`src/rtl/weight_enumerator.sv`:
```
// weight_enumerator: streams every 4-bit word whose popcount matches a one-hot weight code.
// Optional out_index port and burst-position counter enabled by defining WENUM_INDEX_EN.
module weight_enumerator #(
    parameter bit DESCENDING = 1'b0
) (
    input  logic       clk,
    input  logic       rst,
    input  logic       ena,
    input  logic       cmd_valid,
    output logic       cmd_ready,
    input  logic [4:0] weight,
    output logic       out_valid,
    input  logic       out_ready,
    output logic [3:0] out_word,
    output logic       out_last,
    output logic       err
`ifdef WENUM_INDEX_EN
    ,
    output logic [2:0] out_index
`endif
);
    localparam logic IDLE = 1'b0;
    localparam logic EMIT = 1'b1;

    logic       state_q, state_d;
    logic [2:0] k_q, k_d;
    logic [3:0] word_q, word_d;
    logic       err_q, err_d;
    logic       onehot, load, xfer, has_next;
    logic [2:0] cmd_k;
    logic [3:0] first_word, next_word, cand;

    function automatic logic [2:0] pop4(input logic [3:0] w);
        return 3'(w[0]) + 3'(w[1]) + 3'(w[2]) + 3'(w[3]);
    endfunction

    // Scan order makes the last match the nearest word in the chosen direction.
    always_comb begin
        has_next = 1'b0;
        next_word = word_q;
        cand = 4'd0;
        for (int j = 0; j < 16; j++) begin
            cand = DESCENDING ? 4'(j) : 4'(15 - j);
            if ((DESCENDING ? cand < word_q : cand > word_q) && pop4(cand) == k_q) begin
                has_next = 1'b1;
                next_word = cand;
            end
        end
    end

    always_comb begin
        onehot = (weight != 5'd0) && ((weight & (weight - 5'd1)) == 5'd0);
        cmd_k = weight[4] ? 3'd4 : weight[3] ? 3'd3 : weight[2] ? 3'd2 : weight[1] ? 3'd1 : 3'd0;
        first_word = DESCENDING ? ~4'((5'd1 << (3'd4 - cmd_k)) - 5'd1)
                                : 4'((5'd1 << cmd_k) - 5'd1);
        cmd_ready = ena & ~rst & (state_q == IDLE);
        out_valid = ena & ~rst & (state_q == EMIT);
        load = cmd_valid & cmd_ready & onehot;
        xfer = out_valid & out_ready;
        state_d = load ? EMIT : (xfer & ~has_next) ? IDLE : state_q;
        k_d = load ? cmd_k : k_q;
        word_d = load ? first_word : (xfer & has_next) ? next_word : word_q;
        err_d = cmd_valid & cmd_ready & ~onehot;
    end

    always_ff @(posedge clk) begin
        if (rst) begin
            state_q <= IDLE;
            k_q <= 3'd0;
            word_q <= 4'd0;
            err_q <= 1'b0;
        end else begin
            state_q <= state_d;
            k_q <= k_d;
            word_q <= word_d;
            err_q <= err_d;
        end
    end

    assign out_word = word_q;
    assign out_last = (state_q == EMIT) & ~has_next;
    assign err = err_q;

`ifdef WENUM_INDEX_EN
    logic [2:0] idx_q, idx_d;

    always_comb begin
        idx_d = load ? 3'd0 : (xfer & has_next) ? idx_q + 3'd1 : idx_q;
    end

    always_ff @(posedge clk) begin
        if (rst) idx_q <= 3'd0;
        else idx_q <= idx_d;
    end

    assign out_index = idx_q;
`endif
endmodule

```
`config.mk`:
```
export PLATFORM = sky130hd
export DESIGN_NAME = weight_enumerator
export DESIGN_NICKNAME = d
export VERILOG_FILES = /design/src/rtl/weight_enumerator.sv
export SDC_FILE = /design/constraint.sdc
export NUM_CORES = 1
export LEC_CHECK = 0
export CAP_MARGIN = 40
export CORE_ASPECT_RATIO = 1.2
export CORE_MARGIN = 4
export CORE_UTILIZATION = 40
export DETAILED_ROUTE_END_ITERATION = 8
export GPL_TIMING_DRIVEN = 0
export PLACE_DENSITY = 0.66
export RECOVER_POWER = 50
export SLEW_MARGIN = 0
export SYNTH_ARGS = -nofsm -noshare
export SYNTH_HDL_FRONTEND = slang
export SYNTH_SLANG_ARGS = --single-unit
```
`constraint.sdc`:
```
create_clock -name clk -period 4.95 [get_ports clk]
set_input_delay 0.495 -clock clk [delete_from_list [all_inputs] [get_ports clk]]
set_output_delay 0.495 -clock clk [all_outputs]
set_load 0.03 [all_outputs]
```
==> results.tsv <==
stage	metric	value	unit
outcome	status	complete, no violations	
critical_path	cp.arrival	2.25	ns
logic_synthesis	synth-edff-count	0	
logic_synthesis	synth_area	793	um^2
detailed_routing	vias	855	
worst_hold_path	min_path_type	flop to flop	
global_route	grt_max_degree	11	
critical_path	r2r_end	out_word[0]	
global_route	grt_overflow	0	
clock_network	cts_tree	built	
logic_synthesis	yosys.area.top_type	dfxtp_1	
timing	maxSlewViolCount	0	
critical_path	crit_path_top_delay_cell	clkdlybuf4s50_1	
final_layout	final_cells	145	
clock_network	root_buffer	clkbuf_4	
critical_path	slowest_delay	0.66	ns
logic_synthesis	yosys_register_bits	9	
clock_network	cts_max_level	1	
detailed_routing	drt_iter0_drc	11	
logic_synthesis	yosys_warnings	0	
worst_hold_path	min_to	state_q	
logic_synthesis	ys.flop_type	dfxtp_1	
detailed_routing	viasPerCell	5.90	
die	dieHeight	56.8	um
critical_path	worstRegToRegCells	6	
critical_path	critPathLaunchType	flop	
final_layout	drive_gt1_frac	0.0714	
detailed_routing	post-route-drc-count	0	
power_and_ir_drop	powerDensity	162	nW/um^2
clock_network	post_cts_buffers	0	
timing	timing.fmax	0.364	GHz
die	start_util	0.424	
final_layout	area_growth_syn_to_layout	24.3	%
place	port_buffers	15	
power_and_ir_drop	power.ir.vdd_worst	0.125	mV
critical_path	crit_type	flop to output pin	
timing	fin_crit_sh	0.554	
logic_synthesis	syn_avg_cell_area	7.41	um^2
global_route	antenna_found_initial	0	
logic_synthesis	synthTopCellsByCount	dfxtp_1 (9), nor2_1 (8), clkbuf_1 (7), nand2_1 (7), o21ai_0 (6)	
power_and_ir_drop	p_leak	0.366	nW
die	io_pins	18	
detailed_routing	firstDrtPassIters	4	
die	core	1870	um^2
timing	hold_viol	0	
timing	tightest_slew	0.421	ns
critical_path	endpoint_kind	output pin	
clock_network	clockBufferDepth	2	
critical_path	r2r_start	out_word[2]	
place	dp_cells	141	
place	routabilityCongestion	0.847	
job	max-cap-violations	0	
logic_synthesis	synth_top_area_share	0.227	
clock_network	holdBufCountCts	0	
global_route	grt_pass1_wl	3.28	mm
detailed_routing	wl_per_cell	13.6	um
die	dieWidth	48.7	um
detailed_routing	totalWireLength	1.97	mm
detailed_routing	antenna_left	0	
logic_synthesis	seq_area_frac_synth	0.227	
die	fp.dieArea	2760	um^2
logic_synthesis	synth_fp_nets	117	
logic_synthesis	syn-instance-count	107	
critical_path	path_max_fanout	10	
worst_hold_path	hold_depth	2	
timing	final.setup.worst_slack	2.21	ns
timing	hold_ws	0.526	ns
global_route	grt_pass1_vias	809	
timing	maxSlewHeadroom	0.719	
die	core.rowCount	17	
logic_synthesis	yosysMostFrequentCell	dfxtp_1	
global_route	grtUsageTotal	0.144	
timing	rsz0062_at_grt	false	
logic_synthesis	synth_cell_types	43	
place	place_hpwl	1.55	mm
clock_network	clkTransAtPathRegs	0.06	ns
critical_path	crit_chain	clkbuf_1, nand4_1, a22oi_1, and3_1, clkdlybuf4s50_1	
worst_hold_path	worstHoldStart	state_q	
place	place_ws	2.38	ns
clock_network	cts.sinks	9	
timing	finClkSkew	0.000784	ns
timing	setup_viol	0	
clock_network	cts_resized	0	
final_layout	diodes	0	
critical_path	r2r_slack	3.11	ns
final_layout	fill_cells	185	
critical_path	required	4.45	ns
final_layout	nets	137	
power_and_ir_drop	p_total	0.160	mW
clock_network	clock_latency	0.26	ns
logic_synthesis	async_flop_share	0	
timing	fin_tns_setup	0	ns
clock_network	cts_made_buffers	3	
logic_synthesis	synthTopCellsByArea	dfxtp_1 (23%), o32ai_1 (5.5%), nor3b_1 (4.7%)	
timing	post-route-min-period	2.74	ns
[cells in the final DEF, fill, tap and decap left out, types with 2 or more instances in the layout]
master           instances
nor3b_1                  5
o32ai_1                  5
dfxtp_1                  9
clkbuf_1                 9
nor4b_1                  2
clkbuf_4                 3
nand2_1                  7
dlygate4sd3_1            6
clkdlybuf4s50_1          9
a22oi_1                  4
nor2b_1                  4
nand2b_1                 4
inv_1                    3
a31oi_1                  2
o21ai_0                  6
or3b_1                   2
and3b_1                  2
nor2_1                   8
or3_1                    3
a21oi_1                  5
nor3_1                   4
[how the worst max path moves through the flow]
stage	startpoint	endpoint	slack, ns	depth (start not counted)
2_1_floorplan	rst	k_q[1]	2.47	7
3_3_place_gp	weight[3]	k_q[1]	2.40	7
3_5_place_dp	weight[3]	k_q[1]	2.38	7
4_1_cts	out_word[3]	out_last	2.19	5
5_1_grt	out_word[3]	out_last	2.06	5
6_report	out_word[3]	out_last	2.21	5
[flip-flops by register name (all words and copies together) (netlist names)]
name      flops
state_q       1
out_word      4
err           1
k_q           3
[metal layers]
layer	vias up	GRT usage	wire length, um
li1	444	-	-
met1	387	0.159	861
met2	19	0.263	1010
met3	5	0.0106	65
met4	0	0.0808	35
met5	-	0	0
[power breakdown]
group          switching, mW  leakage (nW)  internal (mW)  total, mW
Sequential           0.00116        0.0727         0.0737     0.0749
Clock                 0.0251        0.0150         0.0310     0.0562
Combinational         0.0151         0.279         0.0138     0.0289
[per-stage QoR]
stage | area, um^2 | utilization
2_1_floorplan | 793 | -
3_3_place_gp | 967 | 0.517
3_5_place_dp | 967 | 0.517
4_1_cts | 993 | 0.531
5_1_grt | 986 | 0.527
6_report | 986 | 0.527
[final cells by class]
cell class                 count  area, um^2  area share
multi-input combinational     85         556       0.563
sequential                     9         180       0.183
timing repair buffer          15         150       0.152
clock buffer                   4        26.3      0.0266
inverter                       4        15.0      0.0152
tap                           19        23.8      0.0241
buffer                         9        35.0      0.0355
[kinds of logic (layout without fill, tap and decap cells)]
group | count (synthesis) | count (layout) | share of synthesized area
AO/OA/AOI/OAI | 33 | 33 | 0.295
XOR/XNOR | 1 | 1 | 0.0110
buffers and inverters | 13 | 32 | 0.0725
flip-flops | 9 | 9 | 0.227
multiplexers | 1 | 1 | 0.0126
AND/OR/NAND/NOR | 50 | 50 | 0.382
[worst max-delay path, delay by kind of cell, from the launching register on]
kind	cells	cell delay, ns
buf+inv	2	1.02
flops	1	0.38
simple gates	2	0.32
compound gates	1	0.26
Note: power is estimated with default switching activity, not from simulation.
